**config.mk**
```make
export PLATFORM = sky130hd
export DESIGN_NAME = line_xfer_arb
export DESIGN_NICKNAME = d
export VERILOG_FILES = /design/src/rtl/line_xfer_arb.sv
export SDC_FILE = /design/constraint.sdc
export NUM_CORES = 1
export LEC_CHECK = 0
export ABC_CLOCK_PERIOD_IN_PS = 1750
export CORE_UTILIZATION = 37
export DETAILED_ROUTE_END_ITERATION = 10
export PLACE_DENSITY = 0.8
export SYNTH_ARGS = -nofsm -noshare
export SYNTH_HDL_FRONTEND = slang
export SYNTH_SLANG_ARGS = --single-unit
```
**constraint.sdc**
```tcl
create_clock -name clk -period 1.75 [get_ports clk]
set_input_delay 0.175 -clock clk [delete_from_list [all_inputs] [get_ports clk]]
set_output_delay 0.175 -clock clk [all_outputs]
set_load 0.01 [all_outputs]
```
**src/rtl/line_xfer_arb.sv**
```systemverilog
// rtl/line_xfer_arb.sv - dcache/icache line transfer arbiter onto a nibble-wide memory port (option: LINE_XFER_RR_EN)
module line_xfer_arb #(
  parameter  int PA          = 22,
  parameter  int LINE_LENGTH = 4,
  localparam int TW          = PA - $clog2(LINE_LENGTH),
  localparam int NB          = 2 * LINE_LENGTH,
  localparam int CW          = (NB > 1) ? $clog2(NB) : 1
) (
  input  logic          clk,
  input  logic          reset,
  // dcache side
  input  logic          d_push,
  input  logic          d_pull,
  input  logic [TW-1:0] d_tag,
  input  logic [3:0]    d_dwrite,
  output logic [3:0]    d_dread,
  output logic          d_wstrobe,
  output logic          d_rstrobe,
  // icache side
  input  logic          i_pull,
  input  logic [TW-1:0] i_tag,
  output logic [3:0]    i_dread,
  output logic          i_wstrobe,
  // memory side
  output logic          mem_req,
  output logic          mem_we,
  output logic [TW-1:0] mem_addr,
  input  logic          mem_ack,
  output logic [3:0]    mem_wdata,
  input  logic          mem_wready,
  input  logic [3:0]    mem_rdata,
  input  logic          mem_rvalid,
  output logic          busy
);

  typedef enum logic [1:0] {
    ST_IDLE = 2'd0,
    ST_ADDR = 2'd1,
    ST_DATA = 2'd2,
    ST_DONE = 2'd3
  } state_t;

  // Owner encoding: 0 = dcache, 1 = icache.
  localparam logic OWN_D = 1'b0;
  localparam logic OWN_I = 1'b1;

  state_t        state_q, state_d;
  logic [CW-1:0] cnt_q, cnt_d;
  logic          owner_q, owner_d;
  logic          we_q, we_d;
  logic [TW-1:0] tag_q, tag_d;

  logic d_req;
  logic grant_i;
  logic beat;

`ifdef LINE_XFER_RR_EN
  // Points at the requester that wins the next dcache/icache contention.
  logic rr_ptr_q, rr_ptr_d;
`endif

  assign d_req = d_push | d_pull;

`ifdef LINE_XFER_RR_EN
  // Contention resolved by the round-robin pointer; a lone requester always wins.
  assign grant_i = i_pull & (~d_req | (rr_ptr_q == OWN_I));
`else
  // dcache wins every contention.
  assign grant_i = i_pull & ~d_req;
`endif

  // A beat is a handshake cycle in the direction of the current transfer.
  assign beat = (state_q == ST_DATA) & (we_q ? mem_wready : mem_rvalid);

  // State, beat counter and latched grant registers.
  always_ff @(posedge clk) begin
    if (reset) begin
      state_q <= ST_IDLE;
      cnt_q   <= '0;
      owner_q <= OWN_D;
      we_q    <= 1'b0;
      tag_q   <= '0;
    end else begin
      state_q <= state_d;
      cnt_q   <= cnt_d;
      owner_q <= owner_d;
      we_q    <= we_d;
      tag_q   <= tag_d;
    end
  end

`ifdef LINE_XFER_RR_EN
  // Round-robin pointer register, dcache first out of reset.
  always_ff @(posedge clk) begin
    if (reset) begin
      rr_ptr_q <= OWN_D;
    end else begin
      rr_ptr_q <= rr_ptr_d;
    end
  end
`endif

  // Next-state logic; grant fields are only captured when leaving IDLE so that
  // requester changes during a transfer cannot disturb it.
  always_comb begin
    state_d = state_q;
    cnt_d   = cnt_q;
    owner_d = owner_q;
    we_d    = we_q;
    tag_d   = tag_q;
`ifdef LINE_XFER_RR_EN
    rr_ptr_d = rr_ptr_q;
`endif
    unique case (state_q)
      ST_IDLE: begin
        if (d_req | i_pull) begin
          state_d = ST_ADDR;
          owner_d = grant_i ? OWN_I : OWN_D;
          we_d    = ~grant_i & d_push;
          tag_d   = grant_i ? i_tag : d_tag;
        end
      end
      ST_ADDR: begin
        if (mem_ack) begin
          state_d = ST_DATA;
          cnt_d   = '0;
        end
      end
      ST_DATA: begin
        if (beat) begin
          if (cnt_q == CW'(NB - 1)) begin
            state_d = ST_DONE;
          end else begin
            cnt_d = cnt_q + 1'b1;
          end
        end
      end
      ST_DONE: begin
        // One idle cycle so the requester can drop or change its request.
        state_d = ST_IDLE;
`ifdef LINE_XFER_RR_EN
        rr_ptr_d = ~owner_q;
`endif
      end
      default: begin
        state_d = ST_IDLE;
      end
    endcase
  end

  // Command outputs come straight from the latched grant.
  assign mem_req  = (state_q == ST_ADDR);
  assign mem_we   = (state_q == ST_ADDR) & we_q;
  assign mem_addr = tag_q;

  // Data paths are unconditional; only the strobes qualify them.
  assign d_dread   = mem_rdata;
  assign i_dread   = mem_rdata;
  assign mem_wdata = d_dwrite;

  assign d_wstrobe = (state_q == ST_DATA) & ~we_q & (owner_q == OWN_D) & mem_rvalid;
  assign i_wstrobe = (state_q == ST_DATA) & ~we_q & (owner_q == OWN_I) & mem_rvalid;
  assign d_rstrobe = (state_q == ST_DATA) &  we_q & mem_wready;

  assign busy = (state_q != ST_IDLE);

endmodule

```
# After elaboration in Yosys (flattened, before gate mapping)
# Cells that the tools add are included.
# op_classes
n_bitwise,17
mux,12
eq_ne,9
n_addsub,1
reduce_logical,6
# ops
cell,n
$mux W20,1
$and A1 B1 Y1,11
$mux W3,3
$mux W2,4
$ne A2 B2 Y1 const B,4
$pmux W2 S4,1
$reduce_and A4 Y1,2
$pmux W3 S2,1
$eq A2 B2 Y1 const B,2
$not A1 Y1,4
$reduce_bool A2 Y1,2
$add A3 B1 Y3 const B,1
$eq A3 B3 Y1 const B,1
$eq A2 B1 Y1 const B,1
$logic_not A2 Y1,1
$mux W1,2
$ne A2 B1 Y1 const B,1
$or A1 B1 Y1,2
$reduce_and A2 Y1,1
# totals
reg_bits,27

# Depth between registers and ports, before layout
# Gate-level depths: netlist of run 1.
# logic_depth
word_depth,5
depth_mapped,7

# Worst setup path after synthesis of run 1
# No wires, ideal clock.
# synth_path
kind,reg2reg
from,register state_q[0]
to,register state_q[0]
n_path_buf,1
stages_incl_launch_ff,8
synth_period_minus_slack_ns,1.414
path_slack_ns,0.336
arrival_time_ns,1.281
t_required_ns,1.617
cell_sequence,dfxtp_1 inv_1 ha_1 buf_2 nor2b_1 a21oi_1 and2_1 a211oi_2
# synth_between
elab_chain_len,4
word_cells_on_any_way,11
cone_classes,7 x eq/ne; 1 x mux; 1 x bitwise; 2 x reduce/logical
# synth_rtl
item,line,source
from (decl),47,"state_t state_q, state_d;"
from (signal assigned),84,state_q <= state_d;
$eq A2 B2 Y1,"73, 114",
$and A1 B1 Y1,73,assign beat = (state_q == ST_DATA) & (we_q ? mem_wready : mem_rvalid);
$ne A2 B2 Y1 (no source line),-,
$reduce_and A4 Y1 (no source line),-,
# Several ways; a longest one is shown, not always the timed one.
# A chain may end at the register's enable or synchronous reset.

# Final worst setup path of run 1
# layout_path
from,register state_q[1]
to,output port mem_we
# layout_between
elab_chain_len,2
# layout_rtl
item,line,source
$eq A2 B1 Y1,153,assign mem_we = (state_q == ST_ADDR) & we_q;
$and A1 B1 Y1,153,
to (decl),26,"output logic mem_we,"
# No other way between the ends.

==> results_dict.tcl, run 1 <==
set metrics [dict create \
    status "completed" \
    synth.area.top_cells "dfxtp_1 35%, mux2i_1 14%, a211oi_2 9.0%" \
    synth_flop_cell "dfxtp_1" \
    cp_max_fo 4 \
    wire_per_inst_microns 12.9 \
    fp.dieH_microns 66.2 \
    fmax_mhz 612 \
    period_minus_slack_ns 1.63 \
    syn_avg_cell_area_sq_um 9.82 \
    slew_viol_final 0 \
    peakVddDrop_mv 0.695 \
    ff2ff_path_depth 7 \
    htreeDepth 1 \
    clk_latency_ns 0.27 \
    tns_ns 0 \
    final_cell_mix "67 x clkdlybuf4s50_1, 26 x dfxtp_1, 24 x nor2_1" \
    synth_edf_count 0 \
    seqCellArea_sq_um 542 \
    power_density_nw_per_um2 1230 \
    initial_utilization_pct 40.1 \
    drc 0 \
    hold_class "in -> out" \
    async_flop_share_pct 0 \
    max_slew_margin_pct 61.6 \
    hold_violations 0 \
    cts-root-buf "clkbuf_8" \
    synth_top_area_share_pct 35.5 \
    synth_seq_area_share_pct 35.5 \
    worstReg2RegStart "state_q[1]$_SDFFE_PP0P_" \
    place_ws_ns -0.152 \
    fin_crit_sh_pct 93.3 \
    power.leakage_nw 0.912 \
    fp.coreArea_sq_um 3800 \
    setup_viol 0 \
    grt_max_degree 41 \
    synth_area_sq_um 1520 \
    post-cts-setup-buffers 0 \
    p_total_w 0.00286 \
    num-fill-cells 343 \
    antenna_found_initial 0 \
    synth-seq-cells 27 \
    dieArea_sq_um 4380 \
    worst_setup_path_end_kind "output pin" \
    synthCells 155 \
    r2r_end "cnt_q[0]$_SDFFE_PP0P_" \
    clock_sinks 27 \
    max-cap-violations 0 \
    required_ns 1.57 \
    viasPerCell 4.82 \
    drt_iter0_drc 29 \
    final_common_cell "clkdlybuf4s50_1" \
    ant_nets 0 \
    place_area_sq_um 2250 \
    io_pins 94 \
    num_antenna_cells 0 \
    crit_chain "inv_1 > buf_4 > ha_1 > and2_1 > dlygate4sd2_1" \
    clk_path_buf_depth 2 \
    rows 22 \
    multi_input_area_sq_um 827 \
    cts_buffers 3 \
    mappedNetlistNets 216 \
    startpoint "state_q[1]$_SDFFE_PP0P_" \
    hold_path_depth 0 \
    first_pass_iters 4 \
    routed_wl_microns 3490 \
    io_buffers 73 \
    critPathMaxStageDelay_ns 0.34 \
    grt_use_total_pct 15.0 \
    cts_tree "done" \
    start_kind "flip-flop" \
    yosysTopAreaCell "dfxtp_1" \
    worstSetupPathType "reg -> out" \
    routabilityCongestion 0.779 \
    grt_pass1_vias 1182 \
    tightest_slew_ns 0.575 \
    synth.distinct_cells 31 \
    crit_arrival_ns 1.46 \
    clk_pin_slew_worst_paths_ns 0.09 \
    vias 1302 \
    syn2layout_area_growth_pct 52.2 \
    drive_above_1_share_pct 17.1 \
    min_to "mem_wdata[2]" \
    layout_setup_ws_ns 0.117 \
    yosysWarnings 0 \
    grt_pass1_wl_microns 5020 \
    finalNetCount 284 \
    cpMaxStageDelayCell "dfxtp_1" \
    finalClockSkew_ns 0.00550 \
    dp.final_hpwl_microns 2590 \
    design_area_sq_um 2320 \
    holdCritStartpoint "d_dwrite[2]" \
    regToRegSetupSlack_ns 0.15 \
    grt_setup_unrepaired "no" \
    gr-total-overflow 0 \
    die_x_microns 66.2 \
]
## power breakdown
group | internal [W] | switching (W) | total [W]
clock network | 0.000161 | 0.000199 | 0.000360
registers | 0.000806 | 0.0000993 | 0.000905
logic | 0.000777 | 0.000815 | 0.00159
## stage by stage
stage	hold slack [ns]	util, %	std cells
detailed placement	0.350	59.3	265
global route	0.350	61.0	270
floorplan	0.337	-	155
CTS	0.350	60.5	269
finish	0.350	61.0	270
global placement	0.350	59.3	265
## synthesized netlist by cell type, types with 2 or more instances
| cell | count |
|---|---|
| a22oi_1 | 2 |
| nor2b_1 | 2 |
| a21oi_1 | 2 |
| buf_2 | 7 |
| ha_1 | 5 |
| buf_6 | 2 |
| mux2i_1 | 21 |
| dfxtp_1 | 27 |
| buf_4 | 12 |
| nand2_1 | 3 |
| and2_1 | 2 |
| a211oi_1 | 10 |
| inv_1 | 5 |
| o31ai_2 | 3 |
| a211o_1 | 2 |
| nor2_1 | 25 |
| a211oi_2 | 11 |
## how the worst max path moves through the flow
| stage | endpoint | cells past startpoint |
|---|---|---|
| 4_1_cts | mem_addr[8]$_SDFFE_PP0P_ | 6 |
| 5_1_grt | mem_we | 5 |
| 6_report | mem_we | 5 |
| 3_5_place_dp | mem_addr[16]$_SDFFE_PP0P_ | 5 |
| 3_3_place_gp | mem_addr[10]$_SDFFE_PP0P_ | 5 |
| 2_1_floorplan | state_q[0]$_SDFFE_PP0P_ | 7 |
## state kept, by name (all words and copies together) (netlist names)
signal    count
cnt_q         3
state_q       2
owner_q       1
mem_addr     20
we_q          1
## area by class of cell
| class | count | area share, % |
|---|---|---|
| multi-input combinational | 101 | 35.7 |
| timing repair buffer | 84 | 35.3 |
| sequential | 27 | 23.4 |
| tap | 48 | 2.59 |
| clock buffer | 3 | 1.78 |
| inverter | 6 | 0.972 |
| clock inverter | 1 | 0.324 |
## layer usage
metal  wire length (microns)  track usage (%)  vias up
met2                    1560             25.6       55
met1                    1530             17.6      573
met3                     374             4.14        4
met5                       0                0        -
met4                      29             5.59        0
li1                        -                -      670
## logic make-up after synthesis
| kind of cell | synth area share (%) |
|---|---|
| buffers and inverters | 11.4 |
| flip-flops | 35.5 |
| AO/OA/AOI/OAI | 21.5 |
| multiplexers | 13.8 |
| adder cells (fa/ha/maj) | 4.11 |
| AND/OR/NAND/NOR | 13.6 |
## worst max-delay path, delay by kind of cell (launching register included)
kind          cells  cell delay [ns]
buf+inv           3             0.48
flops             1             0.34
fa+ha+maj         1             0.21
simple gates      1             0.16
## what timing repair did
action,CTS,global route
hold endpoints to repair,0,0
setup endpoints to repair,24,23
cloned,0,1
pin swaps,4,1
hold buffers,0,0
resized for setup,4,4
(Power assumes the default switching activity.)
==> run 2: changes to the inputs <==
--- a/config.mk
+++ b/config.mk
@@ -7,6 +7,7 @@
 export LEC_CHECK = 0
 export ABC_CLOCK_PERIOD_IN_PS = 1750
 export CORE_UTILIZATION = 37
+export CTS_BUF_LIST = sky130_fd_sc_hd__clkbuf_16
 export DETAILED_ROUTE_END_ITERATION = 10
 export PLACE_DENSITY = 0.8
 export SYNTH_ARGS = -nofsm -noshare
==> run 2 against run 1 <==
  * Wire length fell by 0.54%
  * Non-clock buffer count did not move
  * Sequential power barely moved
  * Clock skew fell by 0.0027 ns
  * Worst setup slack improved by 0.022 ns
  * Sequential share of layout area fell by 0.34 points
  * Global-route usage barely moved
  * Critical path depth did not move
  * Highest routed layer unchanged
  * Via count rose by 0.61%
  * Clock power rose by 44%
  * Combinational power barely moved
==> results_dict.tcl, run 2 (synthesis results as in run 1) <==
set metrics [dict create \
    grt_pass1_vias 1191 \
    clk_path_buf_depth 2 \
    top_layer "met4" \
    grt_setup_unrepaired "no" \
    setup_viol 0 \
    met3WireLength_microns 371 \
    num_antenna_cells 0 \
    final_cells 270 \
    period_minus_slack_ns 1.61 \
    initial_utilization_pct 40.1 \
    routed_wl_microns 3470 \
    drt_iter0_drc 33 \
    rows 22 \
    status "completed" \
    io_buffers 73 \
    tightest_slew_ns 0.586 \
    largest_reg_flops 20 \
    slew_viol_final 0 \
    htreeDepth 1 \
    drive_above_1_share_pct 17.1 \
    hold_violations 0 \
    power_density_nw_per_um2 1280 \
    ant_nets 0 \
    dp.cells 265 \
    worstSetupPathType "reg -> out" \
    required_ns 1.57 \
    cts.hold.buffers_added 0 \
    finalNetCount 284 \
    fmax_mhz 621 \
    max-cap-violations 0 \
    io_pins 94 \
    vias 1310 \
    grt_use_total_pct 15.0 \
    drc 0 \
    viasPerCell 4.85 \
    post-cts-setup-buffers 0 \
    finalClockSkew_ns 0.00283 \
    final_cell_mix "67 x clkdlybuf4s50_1, 26 x dfxtp_1, 24 x nor2_1" \
    regToRegSetupSlack_ns 0.15 \
    crit_arrival_ns 1.44 \
    worst_setup_path_end_kind "output pin" \
    dieArea_sq_um 4380 \
    fp.dieH_microns 66.2 \
    seqCellArea_sq_um 542 \
    clk_latency_ns 0.26 \
    routabilityCongestion 0.779 \
    fp.coreArea_sq_um 3800 \
    gr-total-overflow 0 \
    wire_per_inst_microns 12.9 \
    multi_input_area_sq_um 827 \
    clk_pin_slew_worst_paths_ns 0.07 \
    place_ws_ns -0.152 \
    fin_util_pct 61.9 \
    dp.final_hpwl_microns 2590 \
    die_x_microns 66.2 \
    whs_ns 0.350 \
    layout_setup_ws_ns 0.139 \
    cts_buffers 3 \
    hold_class "in -> out" \
    cts_tree "done" \
    fin_crit_sh_pct 92.1 \
    peakVddDrop_mv 0.609 \
    start_kind "flip-flop" \
    num-fill-cells 340 \
    final_common_cell "clkdlybuf4s50_1" \
    grt_pass1_wl_microns 5020 \
    wl_met1_microns 1520 \
    first_pass_iters 4 \
    cts-root-buf "clkbuf_16" \
    cp_max_fo 4 \
    syn2layout_area_growth_pct 54.4 \
    power.leakage_nw 0.927 \
    detailroute.wirelength.met2_microns 1560 \
    max_slew_margin_pct 60.8 \
    antenna_found_initial 0 \
    grt_max_degree 41 \
    clock_sinks 27 \
]
-- run 2: final cells by class --
class / instances / area share [%]
Clock buffer: 3 / 3.19
Multi-Input combinational cell: 101 / 35.2
Tap cell: 48 / 2.55
Clock inverter: 1 / 0.319
Sequential cell: 27 / 23.0
Inverter: 6 / 0.958
Timing Repair Buffer: 84 / 34.8
-- run 2: layer usage --
layer / track usage (%) / vias to the layer above
li1: - / 673
met1: 17.5 / 578
met2: 25.8 / 55
met3: 4.66 / 4
met4: 4.79 / 0
met5: 0 / -
-- run 2: worst paths after layout --
kind | start | end | cells past startpoint
setup / recovery | state_q[1]$_SDFFE_PP0P_ | mem_we | 5
hold / removal | d_dwrite[2] | mem_wdata[2] | 0
setup reg to reg | state_q[1]$_SDFFE_PP0P_ | cnt_q[0]$_SDFFE_PP0P_ | 7
hold reg to reg | mem_addr[19]$_SDFFE_PP0P_ | mem_addr[19]$_SDFFE_PP0P_ | 2
-- run 2: what timing repair did --
item	4_1_cts	5_1_grt
pin swaps	5	1
cloned	0	1
setup endpoints to repair	23	24
resized for setup	3	5
-- run 2: metrics by stage --
| stage | area [sq um] | power [W] | setup TNS, ns |
|---|---|---|---|
| CTS | 2330 | 0.00300 | -0.183 |
| detailed placement | 2250 | 0.00248 | -2.47 |
| floorplan | 1520 | 0.00186 | 0 |
| global route | 2350 | 0.00324 | 0 |
| global placement | 2250 | 0.00245 | -1.23 |
| finish | 2350 | 0.00302 | 0 |
-- run 2: critical path: stages (launching register included) --
cell,delay (ns)
dfxtp_1,0.33
inv_1,0.06
buf_4,0.14
ha_1,0.21
and2_1,0.16
dlygate4sd2_1,0.28
-- run 2: report_power, final --
part | total (W) | switching, W | internal [W]
Combinational | 0.00159 | 0.000817 | 0.000777
Sequential | 0.000906 | 0.0000990 | 0.000807
Clock | 0.000519 | 0.000209 | 0.000310
Total | 0.00302 | 0.00112 | 0.00189
==> run 3: changes to the inputs <==
--- a/config.mk
+++ b/config.mk
@@ -7,7 +7,6 @@
 export LEC_CHECK = 0
 export ABC_CLOCK_PERIOD_IN_PS = 1750
 export CORE_UTILIZATION = 37
-export CTS_BUF_LIST = sky130_fd_sc_hd__clkbuf_16
 export DETAILED_ROUTE_END_ITERATION = 10
 export PLACE_DENSITY = 0.8
 export SYNTH_ARGS = -nofsm -noshare
==> results of run 3 <==
No change in the layout: final DEF, timing and power equal those of run 1.
==> RTL edit 1 (flow settings as in run 3) <==
`LINE_LENGTH`: 4 -> 2.
--- a/src/rtl/line_xfer_arb.sv
+++ b/src/rtl/line_xfer_arb.sv
@@ -1,7 +1,7 @@
 // rtl/line_xfer_arb.sv - dcache/icache line transfer arbiter onto a nibble-wide memory port (option: LINE_XFER_RR_EN)
 module line_xfer_arb #(
   parameter  int PA          = 22,
-  parameter  int LINE_LENGTH = 4,
+  parameter  int LINE_LENGTH = 2,
   localparam int TW          = PA - $clog2(LINE_LENGTH),
   localparam int NB          = 2 * LINE_LENGTH,
   localparam int CW          = (NB > 1) ? $clog2(NB) : 1
Ports: changed (resized d_tag, i_tag and mem_addr); port bits go from 94 to 97. No check against the original RTL was run, so the function may have changed too.
==> RTL edit 1 against run 3 <==
  * Sequential cell count unchanged
  * Area after synthesis decreased by 7.1%
  * Design area decreased by 4.3%
  * Non-clock buffer count unchanged
  * Register-to-register slack improved by 0.02 ns
  * Synthesized cell count decreased by 1.9%
  * Via count decreased by 1.5%
  * Clock power decreased by 5%
  * Global-route usage increased by 0.56 points
  * Total power decreased by 6.7%
  * Worst setup slack got worse by 0.016 ns
  * Wire length decreased by 12%
  * Critical endpoint unchanged
  * Largest power group unchanged
==> RTL edit 1: results (changes against run 3) <==
* Status: finished clean (unchanged)
* Crit path max fanout at 4 (unchanged)
* Seq pwr share at 34.5% (was 31.7%)
* Seq area share at 24.4% (was 23.4%)
* Pre-CTS setup slack at 0.0343 ns (was -0.152 ns)
* Port bufs at 76 (was 73)
* Finished Layout Cells at 267 (was 270)
* Via count at 1282 (was 1302)
* Synth area leaders: dfxtp_1 (38%), mux2i_1 (16%), a211oi_1 (12%) (was dfxtp_1 (35%), mux2i_1 (14%), a211oi_2 (9.0%))
* LEAKAGE at 0.851 nW (was 0.912 nW)
* Nets at 282 (was 284)
* Clock Power at 0.342 mW (was 0.360 mW)
* VDD IR-drop max at 801 uV (was 695 uV)
* Drt total wl at 3080 um (was 3490 um)
* Multi-input gate count at 99 (was 101)
* Pwr Density at 1200 nW/um^2 (was 1230 nW/um^2)
* Crit-path slowest cell: clkdlybuf4s50_1 (was dfxtp_1)
* Drt initial violations at 47 (was 29)
* Placed insts at 263 (was 265)
* Fin util at 60.6% (was 61.0%)
* Post-Syn Area per Cell at 9.30 um^2 (was 9.82 um^2)
* Slowest Stage Delay on Critical Path at 0.53 ns (was 0.34 ns)
* Area taken by multi-input logic gates at 721 um^2 (was 827 um^2)
* Placer Congestion at 0.736 (was 0.779)
* Measured slew at the worst slew-check pin at 0.278 ns (was 0.575 ns)
* Post-DP HPWL at 2490 um (was 2590 um)
* Placed cell areas at 2160 um^2 (was 2250 um^2)
* GRT Util Overall at 15.5% (was 15.0%)
* Switching power at 0.960 mW (was 1.11 mW)
* Max reg flops at 21 (was 20)
* Worst Clk Skew at 0.00308 ns (was 0.00550 ns)
* Largest net degree at the start of global routing at 25 (was 41)
* Clock buffer count at 4 (was 3)
* Top cells by count, synth: dfxtp_1 (27), nor2_1 (25), a211oi_1 (22), mux2i_1 (22), buf_4 (12) (was dfxtp_1 (27), nor2_1 (25), mux2i_1 (21))
* Clock network share of area at 2.03% (was 2.11%)
* First-pass GRT wire length at 5000 um (was 5020 um)
* Vias in the first global route at 1174 (was 1182)
* CTS max path bufs at 2 (unchanged)
* CP Data Arrival Time at 1.47 ns
* Register area share after synthesis at 38.2% (was 35.5%)
* Fill cells at 336 (was 343)
* Post-synth net total at 214 (was 216)
==> RTL edit 1: final timing paths <==
check | endpoint | slack (ns) | start
setup / recovery | mem_we | 0.10 | state_q[0]
setup reg to reg | mem_addr[0] | 0.17 | state_q[0]
hold / removal | mem_wdata[2] | 0.35 | d_dwrite[2]
hold reg to reg | mem_addr[17] | 0.50 | mem_addr[17]
==> RTL edit 1: kinds of logic after synthesis <==
logic type | Yosys count | synth area share [%]
AND/OR/NAND/NOR | 41 | 14.0
AO/OA/AOI/OAI | 32 | 16.8
flip-flops | 27 | 38.2
buffers and inverters | 26 | 11.9
multiplexers | 22 | 15.6
adder cells (fa/ha/maj) | 4 | 3.54
==> RTL edit 1: per-layer routing <==
metal	GRT usage, %	up-vias	part of all wire (%)
met5	0	-	0
met4	3.98	0	0.84
met3	6.61	6	9.7
met2	27.3	58	47
met1	17.0	555	42
li1	-	663	-
==> RTL edit 1: what timing repair did <==
action,in CTS,in global routing
endpoints found under the setup margin,3,2
cloned,0,0
gates resized for setup,3,5
pin swaps,0,0
==> RTL edit 2 (config.mk and constraints of run 3) <==
Without the edit above. `tag_q` no longer has a reset.
--- a/src/rtl/line_xfer_arb.sv
+++ b/src/rtl/line_xfer_arb.sv
@@ -79,14 +79,16 @@
       cnt_q   <= '0;
       owner_q <= OWN_D;
       we_q    <= 1'b0;
-      tag_q   <= '0;
     end else begin
       state_q <= state_d;
       cnt_q   <= cnt_d;
       owner_q <= owner_d;
       we_q    <= we_d;
-      tag_q   <= tag_d;
     end
+  end
+
+  always_ff @(posedge clk) begin
+    tag_q <= tag_d;
   end
 
 `ifdef LINE_XFER_RR_EN
Formal check against the unedited RTL: not equivalent (a bounded check fails within 4 cycles, from zero or initial values and one cycle with reset high).
==> RTL edit 2 against run 3 <==
  * Critical endpoint unchanged
  * Cell count decreased by 17%
  * Total power decreased by 11%
  * Sequential cell count unchanged
  * Critical path depth decreased by 1
  * Global-route usage increased by 2.6 points
  * Wire length decreased by 0.52%
  * Sequential share of layout area increased by 10 points
  * Worst setup slack got worse by 0.054 ns
  * Area after synthesis decreased by 7.8%
  * Design area decreased by 5.1%
  * Count of clock-buffer cells in the layout increased by 1
  * Clock power decreased by 5%
==> RTL edit 2: results (changes against run 3) <==
* Grt met1 use at 20.6% (was 17.6%)
* Hold path startpoint: d_dwrite[0] (was d_dwrite[2])
* Worst Clk Skew at 0.00222 ns (was 0.00550 ns)
* Rel. slew slack at 73.6% (was 61.6%)
* H-Tree Depth at 1 (unchanged)
* Crit path max-delay family: buffers and inverters (unchanged)
* Post-synthesis mux area share at 16.8% (was 13.8%)
* R2r setup slk at 0.11 ns (was 0.15 ns)
* Placer Congestion at 0.787 (was 0.779)
* Drt initial violations at 31 (was 29)
* Yosys warnings at 0 (unchanged)
* Hold/Removal Path Class: in -> out (unchanged)
* Placed insts at 220 (was 265)
* Crit-path slowest cell: clkdlybuf4s50_1 (was dfxtp_1)
* Clk slew on worst S/H paths at 0.09 ns (about the same)
* ANT cells at 0 (unchanged)
* GR Layer Usage met3 at 3.26% (was 4.14%)
* Clk root buf: clkbuf_8 (unchanged)
* Nets at 238 (was 284)
* Hold path endpoint: mem_wdata[0] (was mem_wdata[2])
* VDD IR-drop max at 535 uV (was 695 uV)
* Adder-cell area share of the yosys netlist at 4.46% (was 4.11%)
* CP Data Arrival Time at 1.51 ns (was 1.46 ns)
* Critical R2R Capture: state_q[0] (was cnt_q[0])
* Register area share after synthesis at 52.8% (was 35.5%)
* Crit path capture: mem_we (unchanged)
* Top cells by count, synth: edfxtp_1 (20), mux2_2 (18), buf_4 (12) (was dfxtp_1 (27), nor2_1 (25), mux2i_1 (21))
* Routed wl met2 at 1740 um (was 1560 um)
* Layout cells sized above 1 at 23.3% (was 17.1%)
* Skew-Pair Late Insertion Delay at 0.26 ns
* DRT met1 WL at 1410 um (was 1530 um)
* LEAKAGE at 0.828 nW (was 0.912 nW)
* Post-synth net total at 170 (was 216)
* Netlist cell types at 30 (was 31)
* GRT Util Overall at 17.6% (was 15.0%)
* Uppermost routed layer: met4 (unchanged)
* Post-DP HPWL at 2710 um (was 2590 um)
* Synth area leaders: edfxtp_1 (43%), mux2_2 (14%), dfxtp_1 (10%) (was dfxtp_1 (35%), mux2i_1 (14%), a211oi_2 (9.0%))
* Metal3 WL at 286 um (was 374 um)
* Via/cell ratio at 4.85 (was 4.82)
* WHS Path Cells at 0 (unchanged)
* WL/cell at 15.5 um (was 12.9 um)
* Status: finished clean (unchanged)
* Critical path origin: state_q[1] (unchanged)
* Count of flip-flops with a built-in enable after synthesis at 20 (was 0)
* Synth Flop Type: edfxtp_1 (was dfxtp_1)
* Vias in the first global route at 1109 (was 1182)
* Async SR Flop Fraction at 0% (unchanged)
* Met2 usage at 31.5% (was 25.6%)
* First-pass GRT wire length at 5350 um (was 5020 um)
* Slowest Stage Delay on Critical Path at 0.47 ns (was 0.34 ns)
* Mapped Cells at 109 (was 155)
* Internal cell power at 1.73 mW (was 1.74 mW)
* Post-synthesis compound-gate area fraction at 8.02% (was 21.5%)
* Largest net degree at the start of global routing at 17 (was 41)
* Drt total wl at 3470 um (was 3490 um)
* Worst reg2reg startpoint: state_q[0] (was state_q[1])
==> RTL edit 2: changes by cell type after synthesis, moves of 3 or more <==
cell,change
nor2_1,-21
dfxtp_1,-20
edfxtp_1,+20
mux2i_1,-20
mux2_2,+18
a211oi_1,-10
a211oi_2,-10
buf_2,-4
o31ai_1,+3
o31ai_2,-3
==> RTL edit 2: cell type report <==
type / instances / area (um^2)
multi-input cells: 59 / 543
clock buffers: 4 / 45.0
flip-flops and latches: 27 / 742
inverters: 7 / 26.3
fillers: 284 / 1460
repair buffers: 79 / 783
well taps: 48 / 60.1
==> RTL edit 2: metrics by stage <==
step	worst slack [ns]	hold slack, ns	power [mW]	cell area (um^2)
finish	0.0628	0.350	2.54	2200
global route	0.00942	0.350	2.66	2200
CTS	0.0244	0.350	2.54	2200
detailed placement	0.0471	0.350	2.19	2140
global placement	0.0508	0.350	2.14	2140
floorplan	0.260	0.338	1.55	1400
==> RTL edit 2: power by group through the flow <==
stage          Combinational, mW  Clock [mW]  Sequential [mW]
2_1_floorplan              0.472           0             1.08
6_report                    1.19       0.343             1.00
4_1_cts                     1.19       0.353            0.999
3_5_place_dp                1.18           0             1.01
3_3_place_gp                1.14           0             1.00
5_1_grt                     1.27       0.371             1.02
==> RTL edit 2: repair_timing <==
| item | CTS | global route |
|---|---|---|
| resized for setup | 8 | 1 |
| cloned | 0 | 0 |
| setup buffers | 0 | 0 |
| endpoints found under the setup margin | 5 | 1 |
| pin swaps | 0 | 0 |
==> RTL edit 2: worst reg2reg max path, delay by kind of cell (launching register included) <==
kind,cells,cell delay (ns)
compound gates,3,0.60
flops,1,0.38
buf+inv,2,0.24
fa+ha+maj,1,0.20
simple gates,1,0.15
